`src/rtl/game_sprite_engine.sv`:
```
// Single-sprite engine: periodic movement with wrap/bounce/stop edge handling,
// frame-based animation driven by movement steps, and a one-clock-latency
// pixel lookup that reports colour and opacity at the current beam position.

`ifndef GAME_RGB_WIDTH
`define GAME_RGB_WIDTH 4
`endif

module game_sprite_engine #(
    parameter int SPRITE_WIDTH  = 16,
    parameter int SPRITE_HEIGHT = 16,
    parameter int NUM_FRAMES    = 2,
    parameter logic [NUM_FRAMES*SPRITE_WIDTH*SPRITE_HEIGHT*4-1:0] BITMAP = '0,
    parameter int DX_WIDTH      = 4,
    parameter int DY_WIDTH      = 4,
    parameter int EDGE_MODE     = 0,
    parameter int FRAME_DIV     = 8,
    parameter int STROBE_WIDTH  = 20,
    parameter int screen_width  = 640,
    parameter int screen_height = 480,
    localparam int w_x = $clog2(screen_width),
    localparam int w_y = $clog2(screen_height),
    localparam int FW  = (NUM_FRAMES > 1) ? $clog2(NUM_FRAMES) : 1
) (
    input  logic                        clk,
    input  logic                        rst,
    input  logic [w_x-1:0]              pixel_x,
    input  logic [w_y-1:0]              pixel_y,
    input  logic                        write_xy,
    input  logic                        write_dxy,
    input  logic [w_x-1:0]              write_x,
    input  logic [w_y-1:0]              write_y,
    input  logic [DX_WIDTH-1:0]         write_dx,
    input  logic [DY_WIDTH-1:0]         write_dy,
    input  logic                        enable_update,
    output logic [w_x-1:0]              sprite_x,
    output logic [w_y-1:0]              sprite_y,
    output logic [FW-1:0]               frame_idx,
    output logic                        hit_edge,
    output logic                        rgb_en,
    output logic [`GAME_RGB_WIDTH-1:0]  rgb
);

    localparam int CW    = (FRAME_DIV > 1) ? $clog2(FRAME_DIV) : 1;
    localparam int RGB_W = `GAME_RGB_WIDTH;
    localparam logic signed [w_x+1:0] XMAX = (w_x+2)'(screen_width - SPRITE_WIDTH);
    localparam logic signed [w_y+1:0] YMAX = (w_y+2)'(screen_height - SPRITE_HEIGHT);

    // Saturating negation: the most negative velocity has no positive twin,
    // so it turns into the largest positive one instead of staying negative.
    function automatic logic signed [DX_WIDTH-1:0] neg_dx(input logic signed [DX_WIDTH-1:0] v);
        if (v == $signed({1'b1, {(DX_WIDTH-1){1'b0}}}))
            return $signed({1'b0, {(DX_WIDTH-1){1'b1}}});
        return -v;
    endfunction

    function automatic logic signed [DY_WIDTH-1:0] neg_dy(input logic signed [DY_WIDTH-1:0] v);
        if (v == $signed({1'b1, {(DY_WIDTH-1){1'b0}}}))
            return $signed({1'b0, {(DY_WIDTH-1){1'b1}}});
        return -v;
    endfunction

    logic [STROBE_WIDTH-1:0]     r_strobe;
    logic [w_x-1:0]              r_x;
    logic [w_y-1:0]              r_y;
    logic signed [DX_WIDTH-1:0]  r_dx;
    logic signed [DY_WIDTH-1:0]  r_dy;
    logic [CW-1:0]               r_step_cnt;
    logic [FW-1:0]               r_frame;
    logic                        r_hit;
    logic                        r_rgb_en;
    logic [RGB_W-1:0]            r_rgb;

    logic                        w_step;
    logic signed [w_x+1:0]       w_nx;
    logic signed [w_y+1:0]       w_ny;
    logic [w_x-1:0]              w_x_nxt;
    logic [w_y-1:0]              w_y_nxt;
    logic signed [DX_WIDTH-1:0]  w_dx_nxt;
    logic signed [DY_WIDTH-1:0]  w_dy_nxt;
    logic                        w_hit_x;
    logic                        w_hit_y;

    logic [w_x:0]                w_x_end;
    logic [w_y:0]                w_y_end;
    logic                        w_inside;
    logic [w_x-1:0]              w_col;
    logic [w_y-1:0]              w_row;
    logic [31:0]                 w_idx;
    logic [3:0]                  w_nib;

    assign w_step = (r_strobe == '0) && enable_update;

    // Candidate positions, sign-extended two bits past the screen range so
    // both underflow (negative) and overflow are visible.
    assign w_nx = $signed({2'b00, r_x}) + $signed({{(w_x+2-DX_WIDTH){r_dx[DX_WIDTH-1]}}, r_dx});
    assign w_ny = $signed({2'b00, r_y}) + $signed({{(w_y+2-DY_WIDTH){r_dy[DY_WIDTH-1]}}, r_dy});

    // X-axis edge handling for the candidate step.
    always_comb begin
        w_x_nxt  = w_nx[w_x-1:0];
        w_dx_nxt = r_dx;
        w_hit_x  = 1'b0;
        if (w_nx[w_x+1]) begin
            w_hit_x = 1'b1;
            case (EDGE_MODE)
                0:       w_x_nxt = XMAX[w_x-1:0];
                1:       begin w_x_nxt = '0; w_dx_nxt = neg_dx(r_dx); end
                default: begin w_x_nxt = '0; w_dx_nxt = '0; end
            endcase
        end else if (w_nx > XMAX) begin
            w_hit_x = 1'b1;
            case (EDGE_MODE)
                0:       w_x_nxt = '0;
                1:       begin w_x_nxt = XMAX[w_x-1:0]; w_dx_nxt = neg_dx(r_dx); end
                default: begin w_x_nxt = XMAX[w_x-1:0]; w_dx_nxt = '0; end
            endcase
        end else begin
            w_hit_x = (w_nx == '0) || (w_nx == XMAX);
        end
    end

    // Y-axis edge handling, same rules as X.
    always_comb begin
        w_y_nxt  = w_ny[w_y-1:0];
        w_dy_nxt = r_dy;
        w_hit_y  = 1'b0;
        if (w_ny[w_y+1]) begin
            w_hit_y = 1'b1;
            case (EDGE_MODE)
                0:       w_y_nxt = YMAX[w_y-1:0];
                1:       begin w_y_nxt = '0; w_dy_nxt = neg_dy(r_dy); end
                default: begin w_y_nxt = '0; w_dy_nxt = '0; end
            endcase
        end else if (w_ny > YMAX) begin
            w_hit_y = 1'b1;
            case (EDGE_MODE)
                0:       w_y_nxt = '0;
                1:       begin w_y_nxt = YMAX[w_y-1:0]; w_dy_nxt = neg_dy(r_dy); end
                default: begin w_y_nxt = YMAX[w_y-1:0]; w_dy_nxt = '0; end
            endcase
        end else begin
            w_hit_y = (w_ny == '0) || (w_ny == YMAX);
        end
    end

    // Movement state: host writes take priority over the step result,
    // while step-driven animation and edge pulses proceed regardless.
    always_ff @(posedge clk or negedge rst) begin
        if (!rst) begin
            r_strobe   <= '0;
            r_x        <= '0;
            r_y        <= '0;
            r_dx       <= '0;
            r_dy       <= '0;
            r_step_cnt <= '0;
            r_frame    <= '0;
            r_hit      <= 1'b0;
        end else begin
            r_strobe <= r_strobe + 1'b1;
            r_hit    <= w_step && (w_hit_x || w_hit_y);

            if (write_xy) begin
                r_x <= write_x;
                r_y <= write_y;
            end else if (w_step) begin
                r_x <= w_x_nxt;
                r_y <= w_y_nxt;
            end

            if (write_dxy) begin
                r_dx <= $signed(write_dx);
                r_dy <= $signed(write_dy);
            end else if (w_step) begin
                r_dx <= w_dx_nxt;
                r_dy <= w_dy_nxt;
            end

            if (w_step) begin
                if (r_step_cnt == CW'(FRAME_DIV - 1)) begin
                    r_step_cnt <= '0;
                    r_frame    <= (r_frame == FW'(NUM_FRAMES - 1)) ? '0 : r_frame + FW'(1);
                end else begin
                    r_step_cnt <= r_step_cnt + CW'(1);
                end
            end
        end
    end

    // Bitmap lookup; the index is forced to 0 outside the sprite so the
    // part-select always stays within the bitmap.
    assign w_x_end  = {1'b0, r_x} + (w_x+1)'(SPRITE_WIDTH);
    assign w_y_end  = {1'b0, r_y} + (w_y+1)'(SPRITE_HEIGHT);
    assign w_inside = (pixel_x >= r_x) && ({1'b0, pixel_x} < w_x_end) &&
                      (pixel_y >= r_y) && ({1'b0, pixel_y} < w_y_end);
    assign w_col    = pixel_x - r_x;
    assign w_row    = pixel_y - r_y;
    assign w_idx    = w_inside ? (32'(r_frame) * 32'(SPRITE_WIDTH * SPRITE_HEIGHT) +
                                  32'(w_row) * 32'(SPRITE_WIDTH) + 32'(w_col)) : 32'd0;
    assign w_nib    = BITMAP[{w_idx[29:0], 2'b00} +: 4];

    // Registered display output, one clock behind the beam position.
    always_ff @(posedge clk or negedge rst) begin
        if (!rst) begin
            r_rgb_en <= 1'b0;
            r_rgb    <= '0;
        end else begin
            r_rgb_en <= w_inside && (w_nib != 4'd0);
            r_rgb    <= (w_inside && (w_nib != 4'd0)) ? w_nib[RGB_W-1:0] : '0;
        end
    end

    assign sprite_x  = r_x;
    assign sprite_y  = r_y;
    assign frame_idx = r_frame;
    assign hit_edge  = r_hit;
    assign rgb_en    = r_rgb_en;
    assign rgb       = r_rgb;

endmodule

```
`config.mk`:
```
export PLATFORM = sky130hd
export DESIGN_NAME = game_sprite_engine
export DESIGN_NICKNAME = d
export VERILOG_FILES = /design/src/rtl/game_sprite_engine.sv
export SDC_FILE = /design/constraint.sdc
export NUM_CORES = 1
export LEC_CHECK = 0
export BUFFER_PORTS_ARGS = -buffer_cell sky130_fd_sc_hd__buf_2
export CORE_UTILIZATION = 59
export DETAILED_ROUTE_END_ITERATION = 6
export PLACE_DENSITY = 0.9
export SLEW_MARGIN = 10
export SYNTH_ARGS = -nofsm -noshare
export SYNTH_HDL_FRONTEND = slang
export SYNTH_SLANG_ARGS = --single-unit
export TNS_END_PERCENT = 10
```
`constraint.sdc`:
```
create_clock -name clk -period 4.1 [get_ports clk]
set_input_delay 0.41 -clock clk [delete_from_list [all_inputs] [get_ports clk]]
set_output_delay 0.41 -clock clk [all_outputs]
set_load 0.1 [all_outputs]
```
## After elaboration in Yosys (flattened, before gate mapping)

Index checks and enable logic that the tools add are counted.

| storage, ports and cells | value |
|---|---|
| register bits after elaboration | 57 |
| bits in latches | 0 |
| bits in writable memories | 0 |
| ROM bits | 0 |
| output and inout port bits | 26 |
| logic and storage cells | 62 |
| memories | 0 |

| cells by class | value |
|---|---|
| add/subtract/negate cells | 11 |
| $mul | 0 |
| divide/modulo/power cells | 0 |
| magnitude comparators | 6 |
| equal/unequal tests | 3 |
| shift-type cells | 1 |
| muxes and demuxes | 16 |
| bitwise gates (word level) | 0 |
| reductions and logical operators | 15 |

Operator list:

| operator | number |
|---|---|
| $shiftx 2048x18->4 const A | 1 |
| $mux 10 | 4 |
| $mux 9 | 4 |
| $add 20x1->20 const B | 1 |
| $logic_not 20->1 | 1 |
| $add 14x10->15 | 1 |
| $mux 15 | 1 |
| $add 9x13->14 | 1 |
| $add 11x4->12 | 1 |
| $eq 12x11->1 const B | 1 |
| $gt 12x11->1 const B | 1 |
| $logic_not 12->1 | 1 |
| $add 10x4->11 | 1 |
| $add 10x5->11 const B | 1 |
| $eq 11x10->1 const B | 1 |
| $gt 11x10->1 const B | 1 |
| $logic_not 11->1 | 1 |
| $lt 10x11->1 | 1 |
| $add 9x5->10 const B | 1 |
| $ge 10x10->1 | 1 |
| $lt 9x10->1 | 1 |
| $sub 10x10->10 | 1 |
| $ge 9x9->1 | 1 |
| $sub 9x9->9 | 1 |
| 11 further kinds | 22 |

## Depth between registers and ports, before layout

| depth | value |
|---|---|
| depth in word-level cells | 10 |
| mapped depth | 11 |

## Worst setup path after synthesis

Ideal clock, no wire load.

| timing path | value |
|---|---|
| path kind | register to register |
| from | register r_y[0], in the netlist sprite_y[0] |
| to | register r_y[1], in the netlist sprite_y[1] |
| library setup time | 0.080 ns |
| arrival | 3.207 ns |
| data required time | 4.020 ns |
| setup slack | 0.813 ns |
| stages on the path, launching flop included | 11 |
| path buffers | 0 |
| period minus slack after synthesis | 3.287 ns |
| cell sequence | dfrtp_1 -> ha_1 -> fa_1 -> a211oi_1 -> o211ai_1 -> a31oi_1 -> and2b_2 -> a221oi_2 -> a311oi_4 -> a221oi_1 -> a21oi_1 |

| on the way | value |
|---|---|
| longest elaborated chain between the ends | 6 |

Ends and longest elaborated chain:

| item | RTL line | source |
|---|---|---|
| start, declared | 65 | `logic [w_y-1:0] r_y;` |
| start signal, assigned | 165 | `r_y <= write_y;` |
| start signal, assigned | 168 | `r_y <= w_y_nxt;` |
| $add 10x4->11 (*) | 97 | `assign w_ny = $signed({2'b00, r_y}) + $signed({{(w_y+2-DY_WIDTH){r_dy[DY_WIDTH-1]}}, r_dy});` |
| $gt 11x10->1 | 135 | `end else if (w_ny > YMAX) begin` |
| $mux 9 | 135 |  |
| $mux 9 (*) | 128 | `if (w_ny[w_y+1]) begin` |
| $mux 9 (*) | 166 | `end else if (w_step) begin` |
| $mux 9 (*) | 163 | `if (write_xy) begin` |

Every way passes the cells marked *; elsewhere a longest branch is shown, timed or not. The select of a mux whose other input is x is not followed.
A chain may end at the register's enable or synchronous reset.

## Worst setup path after layout

| timing path | value |
|---|---|
| from | register r_dx[3] |
| to | register r_x[3], in the netlist sprite_x[3] |

| on the way | value |
|---|---|
| longest elaborated chain between the ends | 6 |

Ends and longest elaborated chain:

| item | RTL line | source |
|---|---|---|
| start, declared | 66 | `logic signed [DX_WIDTH-1:0] r_dx;` |
| start signal, assigned | 172 | `r_dx <= $signed(write_dx);` |
| start signal, assigned | 175 | `r_dx <= w_dx_nxt;` |
| $add 11x4->12 (*) | 96 | `assign w_nx = $signed({2'b00, r_x}) + $signed({{(w_x+2-DX_WIDTH){r_dx[DX_WIDTH-1]}}, r_dx});` |
| $gt 12x11->1 | 111 | `end else if (w_nx > XMAX) begin` |
| $mux 10 | 111 |  |
| $mux 10 (*) | 104 | `if (w_nx[w_x+1]) begin` |
| $mux 10 (*) | 166 |  |
| $mux 10 (*) | 163 |  |
| end signal, assigned | 164 | `r_x <= write_x;` |
| end signal, assigned | 167 | `r_x <= w_x_nxt;` |
| end, declared | 64 | `logic [w_x-1:0] r_x;` |

Marked as above.

==> results.md <==
- PD cells: 379 mW/mm^2
- Clk pin slew, worst setup/hold paths: 0.09 ns
- Syn Area/Cell: 9.50 um^2
- Setup TNS: 0 ns
- Most used cell, CP: a21oi_1
- CTS tree: built
- Worst EP required: 4.31 ns
- Number of synthesized flops with an enable pin: 0
- Yosys cell types: 72
- Vias/cell: 6.02
- CP max stage cell: dfrtp_1
- Fmax: 311 MHz
- Final design utilization: 69.8%
- Final hold vios: 0
- WL met1: 3510 um
- Total GRT Usage: 26.3%
- GRT overflow: 0
- DR iter-0 viols: 153
- NumNets Final: 504
- Post-layout min period: 3.21 ns
- WL met3: 408 um
- Vias in the first global route: 2,917
- CP Data Arrival Time: 3.42 ns
- Rows: 27
- Diode count: 0
- Dpl ws: 1.02 ns
- H-tree levels: 2
- Number of max-cap violations: 0
- Final hold slack: 0.210 ns
- DIE AREA: 0.00634 mm^2
- Met2 WL: 3910 um
- Setup WS post-layout: 0.890 ns
- CP Cell Sequence: ha_1, a21oi_1, a2bb2oi_1, a31oi_1, a21oi_1, or3b_2, nand3_1, o211ai_2, o31ai_1
- Die width: 79.6 um
- Cell area after layout: 0.00394 mm^2
- Top-count cell post-synth: dfrtp_1
- Share of post-route cells with drive strength above 1: 19.9%
- WL per Instance: 15.9 um
- Leading area contributor after synthesis: dfrtp_1
- Post-route DRC: 0
- CP Max Fanout: 13
- Post-synth top flop: dfrtp_1
- DRT Pass-1 Iters: 4
- Height of the die: 79.6 um
- Filler cell count in the final layout: 436
- Post-Synthesis Cells: 374
- Status: finished clean
- Pin count of the biggest net entering global routing: 53
- Final Skew: 0.0105 ns
- Post-cts resize count: 0
- DP HPWL: 5890 um
- Highest routed layer: met4
- Multi-input gate area: 0.00209 mm^2
- Maximum vdd drop: 206 uV
- Final ANT Viol Nets: 0
- Clk buf depth: 2
- Critical Path Max Stage Delay: 0.64 ns
- Crit Path Class: reg2reg
- Total power: 1.49 mW
- Routed via count: 3,004
- CTS sink count: 52
- #FFs+latches synth: 52
- Synthesis-to-finish area growth: 10.8%
- Crit path capture type: flop
- RSZ-0062 raised after global routing: false
- Placed Area: 0.00384 mm^2
- Syn Std Cell Area: 0.00355 mm^2
- Final GP Congestion: 0.873
- Post-synth ARST share: 100%
- Crit start category: flop
- First-pass GRT wire length: 13,000 um
- Crit share post-route: 78.3%
- Port Buffer Count: 52
- Slew @ Worst Pin: 0.680 ns
- Setup violators final: 0
- Io pins: 77
- Post-CTS Hold Buffers: 0
- Clock Latency Late Sink: 0.31 ns
- Root buf cell: clkbuf_8
- Core area: 0.00564 mm^2
- Sequential share of the synthesized area: 36.6%
- Synth area leaders: dfrtp_1 37%, ha_1 8.8%, nand2_1 5.1%
- Num CTS Buffers: 5
- Slew Viols, Final: 0
- Post-CTS setup buffers: 0
- Post-Place Cells: 491
- Worst Hold Class: in2async
- WL final: 7940 um
- Finished Layout Cells: 499
- Slew HR: 54.6%
- Synth warnings: 0
- Yosys top cell area share: 36.6%
- Sequential Area: 0.00130 mm^2
- Starting Density: 63.0%
- Leakage: 1.91 nW
- Most frequent cells after synthesis: 52 x dfrtp_1, 48 x nand2_1, 25 x ha_1, 24 x a21oi_1, 21 x inv_1
- Initial antenna violation count: 0
[path summary, 6_finish.rpt]
path	from	end	slack, ns	cells after the start
hold / removal	rst	r_strobe[12]$_DFF_PN0_	0.21	2
hold reg to reg	frame_idx$_DFFE_PN0P_	frame_idx$_DFFE_PN0P_	0.47	1
max in group asynchronous	rst	sprite_y[1]$_DFFE_PN0P_	3.46	2
setup reg to reg	r_dx[3]$_DFFE_PN0P_	sprite_x[3]$_DFFE_PN0P_	0.89	9
setup / recovery	r_dx[3]$_DFFE_PN0P_	sprite_x[3]$_DFFE_PN0P_	0.89	9
min in group clk	write_dx[1]	r_dx[1]$_DFFE_PN0P_	0.30	3
[cell type report]
| cell class | instances | share of cell area (%) |
|---|---|---|
| Multi-Input combinational cell | 291 | 53.1 |
| Sequential cell | 52 | 33.1 |
| Timing Repair Buffer | 54 | 6.99 |
| Tap cell | 72 | 2.29 |
| Clock buffer | 6 | 2.10 |
| Inverter | 22 | 2.10 |
| Clock inverter | 2 | 0.381 |
[cells by family (layout without fill, tap and decap cells)]
family	after synthesis	in the layout	synth area share [%]
simple gates	130	130	19.2
compound gates	91	91	19.3
flops	52	52	36.6
buf+inv	35	84	5.00
xor+xnor	30	30	7.39
fa+ha+maj	27	27	9.93
mux	8	8	2.50
other cells	1	5	0.106
[state kept, by name, summed over array words and instances, names as in the netlist]
register and count:
sprite_x 10, r_dy 4, hit_edge 1, r_strobe 20, frame_idx 1, r_dx 4, sprite_y 9, r_step_cnt 3
[layer usage]
layer	vias up	track usage, %
li1	1462	-
met1	1444	32.5
met2	85	44.4
met3	13	5.49
met4	0	10.7
met5	-	0
[critical path: cells and delay by family (launching register included)]
family | cells | cell delay (ns)
adder cells (fa/ha/maj) | 1 | 0.39
AO/OA/AOI/OAI | 6 | 1.47
flip-flops | 1 | 0.64
AND/OR/NAND/NOR | 2 | 0.62
[cell usage in the layout, fill, tap and decap left out, types with 5 or more instances in the layout]
cell type / synthesis / final
nand4_1: 7 / 7
o21ai_0: 7 / 7
a21oi_1: 24 / 24
and3_1: 5 / 5
mux2_2: 7 / 7
inv_1: 21 / 21
nand3_1: 12 / 12
buf_2: 0 / 52
conb_1: 1 / 5
xnor2_1: 19 / 19
ha_1: 25 / 25
dfrtp_1: 52 / 52
nor2_1: 17 / 17
a21o_1: 9 / 9
clkbuf_8: 2 / 6
xor2_1: 11 / 11
or3_1: 6 / 6
nand2_1: 48 / 48
o221ai_1: 6 / 6
[report_power, final]
part / switching, mW / internal, mW
sequential: 0.0282 / 0.538
clock: 0.176 / 0.137
combinational: 0.415 / 0.198
total: 0.620 / 0.873
Note: power is estimated with default switching activity, not from simulation.
